**src/rtl/fetch_pkg.sv**
```systemverilog
// Shared definitions for the instruction fetch stage: redirect selectors,
// default constants and the prefetch queue entry layout.
package fetch_pkg;

    localparam logic [1:0] PCSEL_IMD   = 2'b00;
    localparam logic [1:0] PCSEL_REGA  = 2'b01;
    localparam logic [1:0] PCSEL_INDEX = 2'b10;
    localparam logic [1:0] PCSEL_TRAP  = 2'b11;

    localparam int unsigned DEF_XLEN    = 32;
    localparam int unsigned DEF_TRAP_PC = 64;
    localparam int unsigned DEF_PC_STEP = 4;

    typedef struct packed {
        logic [DEF_XLEN-1:0] instr;
        logic [DEF_XLEN-1:0] proximopc;
    } fetch_entry_t;

endpackage

```
**src/rtl/fetch_queue.sv**
```systemverilog
// Synchronous prefetch FIFO with push/pop/flush; pointers wrap at DEPTH
// (a power of two), count is one bit wider than the pointers.
module fetch_queue
    import fetch_pkg::*;
#(
    parameter int  DEPTH   = 4,
    parameter type entry_t = fetch_entry_t
) (
    input  logic                     clk_i,
    input  logic                     reset_i,
    input  logic                     push_i,
    input  logic                     pop_i,
    input  logic                     flush_i,
    input  entry_t                   wdata_i,
    output entry_t                   rdata_o,
    output logic [$clog2(DEPTH):0]   count_o
);

    localparam int PW = $clog2(DEPTH);
    localparam int CW = PW + 1;

    entry_t          mem_q [DEPTH];
    logic [PW-1:0]   wr_q, wr_d;
    logic [PW-1:0]   rd_q, rd_d;
    logic [CW-1:0]   cnt_q, cnt_d;
    logic            do_pop;

    assign do_pop = pop_i & (cnt_q != '0);

    always_comb begin
        wr_d  = wr_q + PW'(push_i);
        rd_d  = rd_q + PW'(do_pop);
        cnt_d = cnt_q + CW'(push_i) - CW'(do_pop);
        if (flush_i) begin
            wr_d  = '0;
            rd_d  = '0;
            cnt_d = '0;
        end
    end

    always_ff @(posedge clk_i or posedge reset_i) begin
        if (reset_i) begin
            wr_q  <= '0;
            rd_q  <= '0;
            cnt_q <= '0;
        end else begin
            wr_q  <= wr_d;
            rd_q  <= rd_d;
            cnt_q <= cnt_d;
        end
    end

    // Storage carries no reset; only the pointers and count define validity.
    always_ff @(posedge clk_i) begin
        if (push_i && !flush_i) begin
            mem_q[wr_q] <= wdata_i;
        end
    end

    assign rdata_o = mem_q[rd_q];
    assign count_o = cnt_q;

endmodule

```
**src/rtl/fetch_prefetch.sv**
```systemverilog
// Instruction fetch stage: issues in-order GDM reads ahead of decode, buffers
// responses in a prefetch queue and flushes stale work on redirects.
module fetch_prefetch
    import fetch_pkg::*;
#(
    parameter int               XLEN     = 32,
    parameter int               DEPTH    = 4,
    parameter logic [XLEN-1:0]  RESET_PC = '0,
    parameter logic [XLEN-1:0]  TRAP_PC  = XLEN'(DEF_TRAP_PC),
    parameter int               PC_STEP  = DEF_PC_STEP
) (
    input  logic             clock,
    input  logic             reset,
    input  logic             fw_if_id_stall,
    input  logic             id_if_ready,
    output logic             if_id_valid,
    output logic [XLEN-1:0]  if_id_instrucao,
    output logic [XLEN-1:0]  if_id_proximopc,
    input  logic             id_if_selfontepc,
    input  logic [1:0]       id_if_seltipopc,
    input  logic [XLEN-1:0]  id_if_pcimd2ext,
    input  logic [XLEN-1:0]  id_if_rega,
    input  logic [XLEN-1:0]  id_if_pcindex,
    output logic             if_gdm_req,
    output logic [XLEN-1:0]  if_gdm_addr,
    input  logic             gdm_if_gnt,
    input  logic             gdm_if_rvalid,
    input  logic [XLEN-1:0]  gdm_if_data
);

    localparam int              CW   = $clog2(DEPTH) + 1;
    localparam logic [XLEN-1:0] STEP = XLEN'(PC_STEP);

    typedef struct packed {
        logic [XLEN-1:0] instr;
        logic [XLEN-1:0] proximopc;
    } qentry_t;

    logic [XLEN-1:0] pc_q, pc_d;
    logic [XLEN-1:0] rsp_pc_q, rsp_pc_d;
    logic [CW-1:0]   out_q, out_d;
    logic [CW-1:0]   disc_q, disc_d;
    logic [CW-1:0]   count;
    logic [XLEN-1:0] target;
    logic            redirect, occ_ok, issue, push, pop;
    qentry_t         head, wentry;

    assign redirect = id_if_selfontepc;

    always_comb begin
        unique case (id_if_seltipopc)
            PCSEL_IMD:   target = id_if_pcimd2ext;
            PCSEL_REGA:  target = id_if_rega;
            PCSEL_INDEX: target = id_if_pcindex;
            PCSEL_TRAP:  target = TRAP_PC;
            default:     target = id_if_pcimd2ext;
        endcase
    end

    // Queue entries plus in-flight reads never exceed DEPTH, so pushes cannot overflow.
    assign occ_ok     = ({1'b0, count} + {1'b0, out_q}) < (CW+1)'(DEPTH);
    assign if_gdm_req = ~reset & ~redirect & occ_ok;
    assign if_gdm_addr = pc_q;
    assign issue      = if_gdm_req & gdm_if_gnt;
    assign push       = gdm_if_rvalid & ~redirect & (disc_q == '0);

    assign if_id_valid     = (count != '0) & ~fw_if_id_stall;
    assign pop             = if_id_valid & id_if_ready;
    assign if_id_instrucao = (count != '0) ? head.instr     : '0;
    assign if_id_proximopc = (count != '0) ? head.proximopc : '0;

    // Responses come back in order, so the address of the next kept one is a running counter.
    assign wentry = '{instr: gdm_if_data, proximopc: rsp_pc_q + STEP};

    always_comb begin
        pc_d     = pc_q;
        rsp_pc_d = rsp_pc_q;
        out_d    = out_q + CW'(issue) - CW'(gdm_if_rvalid);
        disc_d   = disc_q;
        if (redirect) begin
            pc_d     = target;
            rsp_pc_d = target;
            disc_d   = out_q - CW'(gdm_if_rvalid);
        end else begin
            if (issue) begin
                pc_d = pc_q + STEP;
            end
            if (push) begin
                rsp_pc_d = rsp_pc_q + STEP;
            end
            if (gdm_if_rvalid && (disc_q != '0)) begin
                disc_d = disc_q - CW'(1);
            end
        end
    end

    always_ff @(posedge clock or posedge reset) begin
        if (reset) begin
            pc_q     <= RESET_PC;
            rsp_pc_q <= RESET_PC;
            out_q    <= '0;
            disc_q   <= '0;
        end else begin
            pc_q     <= pc_d;
            rsp_pc_q <= rsp_pc_d;
            out_q    <= out_d;
            disc_q   <= disc_d;
        end
    end

    fetch_queue #(
        .DEPTH   (DEPTH),
        .entry_t (qentry_t)
    ) u_queue (
        .clk_i   (clock),
        .reset_i (reset),
        .push_i  (push),
        .pop_i   (pop),
        .flush_i (redirect),
        .wdata_i (wentry),
        .rdata_o (head),
        .count_o (count)
    );

endmodule
```
**config.mk**
```make
export PLATFORM = sky130hd
export DESIGN_NAME = fetch_prefetch
export DESIGN_NICKNAME = d
export VERILOG_FILES = /design/src/rtl/fetch_pkg.sv /design/src/rtl/fetch_queue.sv /design/src/rtl/fetch_prefetch.sv
export SDC_FILE = /design/constraint.sdc
export NUM_CORES = 1
export LEC_CHECK = 0
export CORE_ASPECT_RATIO = 0.6
export CORE_MARGIN = 10
export CORE_UTILIZATION = 30
export CTS_CLUSTER_DIAMETER = 100
export DETAILED_ROUTE_END_ITERATION = 7
export GPL_ROUTABILITY_DRIVEN = 0
export HOLD_SLACK_MARGIN = 0.05
export PLACE_DENSITY = 0.5
export RECOVER_POWER = 100
export SKIP_LAST_GASP = 1
export SLEW_MARGIN = 20
export SYNTH_ARGS = -nofsm -noshare
export SYNTH_HDL_FRONTEND = slang
export SYNTH_SLANG_ARGS = --single-unit
```
**constraint.sdc**
```tcl
create_clock -name clock -period 10.8 [get_ports clock]
set_input_delay 2.16 -clock clock [delete_from_list [all_inputs] [get_ports clock]]
set_output_delay 2.16 -clock clock [all_outputs]
set_load 0.1 [all_outputs]
```
==> reports/metrics.csv <==
metric,value,unit
P&R area growth vs syn,26.5,%
run status,"finished, violations left",
share of cells above drive strength 1,0.115,
PostCTS Resize Cnt,0,
drt pass-1 iters,5,
CP Launch Type,flip-flop,
Total GRT Usage,0.136,
WL final,41800,um
"Seq/Total Area, Yosys",0.628,
CTS Hold Bufs,0,
first-pass GRT wire length,64500,um
Setup TNS,0,ns
syn_area_per_cell,14.6,um2
hold crit path type,flip-flop to flip-flop,
WHS,0.522,ns
Core ar.,50700,um2
fmax,133,MHz
initial antenna violation count,1,
Vias/cell,4.81,
nets@finish,1428,
VDD IR max,0.189,mV
largest net degree at the start of global routing,68,
Initial Util,0.302,
post-CTS setup repair buffer count,0,
crit path DAT,5.35,ns
worst skew pair latency,0.53,ns
clock sinks,333,
top cell type's share of synthesized area,0.502,
skew final,0.0207,ns
"count leader, synth",edfxtp_1,
period utilization,0.695,
"worst slack, placed",4.06,ns
H-Tree Depth,2,
maximum clock path buffer count,3,
PnR Total Power,4.36,mW
Clock Pin Slew Worst Setup and Hold Paths,0.07,ns
"Slew Viols, Final",443,
Yosys reg bits,333,
critical path endpoint category,output port,
Int Pwr,2.54,mW
"Warnings, synthesis",0,
mean routed wirelength per cell,20.9,um
PD cells,225,nW/um2
Crit Path Max Fanout,65,
Post-Syn Area,15300,um2
Max-slew headroom,-1.92,
# port buffers,234,
top post-synthesis cells by area,"edfxtp_1, dfrtp_1, mux4_2",
clock tree root driver cell,clkbuf_16,
Die W,312,um
Clock power frac,0.263,
drt drc,0,
post-layout util,0.382,
combinational share of power,0.380,
failing checks,"capacitance limit, slew limit",
num ports,235,
commonest cells in the netlist,"edfxtp_1, dfrtp_1, nor2b_1",
Final HPWL DP,28000,um
FILL cells,4802,
die height,195,um
number of synthesized flops with an enable pin,256,
vias in the first global route,10100,
dominant cell type by area after synthesis,edfxtp_1,
CTS tree,yes,
final worst slack,3.29,ns
grt total ovfl,0,
P_leak,6.69,nW
asr flop ratio synth,0.231,
std cell rows,64,
switch share,0.419,
Die ar.,60800,um2
Critical Path RT,8.64,ns
Least-Margin Pin Slew,4.38,ns
maxcap violations,10,
Tmin final,7.51,ns
Inserted Clock Buffers,35,
critical setup path kind,flip-flop to output port,
via count,9596,
Gate Count Post-Synth,1046,
synth unique cells,68,
RSZ-0062 raised after global routing,false,
final hold viol count,0,
Post-DRT Antenna Nets,0,
net count after synthesis,1199,
Synth Flop Type,edfxtp_1,
Reg power frac,0.357,
Final Setup Violations,0,
First DRT Iteration DRCs,657,
Net Switching,1.83,mW
-- sequential cells by signal (all words and copies together) (netlist names) --
register / cells
u_queue.mem_q: 256
u_queue.wr_q: 2
u_queue.rd_q: 2
disc_q: 3
u_queue.count_o: 3
rsp_pc_q: 32
out_q: 3
if_gdm_addr: 32
-- metal layers --
metal | wire length, um | global-route usage
met5 | 0 | 0
met3 | 2000 | 0.0301
met1 | 20100 | 0.193
met2 | 19200 | 0.214
met4 | 443 | 0.0225
-- kinds of logic after synthesis --
kind of cell | synth area share
xor gates and xnor gates | 0.0400
muxes | 0.117
AOI/OAI and AO/OA | 0.0678
adders and majority gates | 0.0141
DFF | 0.628
and+or+nand+nor | 0.107
buffers and inverters | 0.0258
-- stage by stage --
step	instance area, um2	std cells
finish	19400	1994
global route	19400	1993
CTS	19500	1991
detailed placement	18400	1929
global placement	18400	1929
floorplan	15300	1046
-- final timing paths --
path	startpoint	to	slack [ns]	cells after the start
hold reg to reg	if_gdm_addr[18]$_DFFE_PP0P_	if_gdm_addr[18]$_DFFE_PP0P_	0.52	1
hold / removal	if_gdm_addr[18]$_DFFE_PP0P_	if_gdm_addr[18]$_DFFE_PP0P_	0.52	1
setup / recovery	u_queue.count_o[1]$_DFF_PP0_	if_id_proximopc[18]	3.29	4
setup reg to reg	disc_q[0]$_DFFE_PP0P_	u_queue.mem_q[3][43]$_DFFE_PP_	5.15	7
min in group asynchronous	reset	if_gdm_addr[14]$_DFFE_PP0P_	2.60	2
max in group asynchronous	reset	u_queue.rd_q[1]$_DFF_PP0_	5.02	3
-- cells in the final DEF (no fill, tap or decap), types with 4 or more instances in the layout --
master           count
edfxtp_1           256
dlygate4sd3_1      133
clkdlybuf4s50_1     99
dfrtp_1             75
nor2b_1             71
mux4_2              64
o21ai_0             59
xnor2_1             42
nand2_1             41
clkbuf_16           35
a21oi_1             34
nor2_1              33
nand3_1             33
mux2i_1             30
inv_1               28
xor2_1              28
clkbuf_1            21
nand4_1             20
a21boi_0            19
nor3_1              14
ha_1                14
o21a_1              10
nand3b_1             9
and3_1               9
nor4_1               8
clkinv_1             7
clkinv_2             7
mux2_2               5
a2bb2oi_1            5
and4_1               5
buf_4                5
o211a_1              4
a21o_1               4
and2_1               4
inv_6                4
-- power groups by stage --
stage,Sequential [mW],Clock [mW],Combinational (mW)
finish,1.56,1.15,1.66
CTS,1.56,1.19,1.74
global placement,1.58,0,1.73
global route,1.57,1.25,1.75
detailed placement,1.58,0,1.73
floorplan,1.66,0,1.19
-- layout make-up --
class / instances / area [um2] / area share
inverters: 30 / 114 / 0.00588
clock buffers: 41 / 898 / 0.0464
diodes: 1 / 2.50 / 0.000129
multi-input cells: 622 / 5270 / 0.272
clock inverters: 21 / 168 / 0.00866
repair buffers: 253 / 2420 / 0.125
flip-flops and latches: 333 / 9620 / 0.497
well taps: 693 / 867 / 0.0448
-- worst max-delay path: stages, from the launching register on --
cell	delay, ns
dfrtp_1	0.45
nor3_2	0.17
clkbuf_1	2.53
nor2b_1	0.49
dlygate4sd3_1	1.17
(Power assumes the default switching activity.)
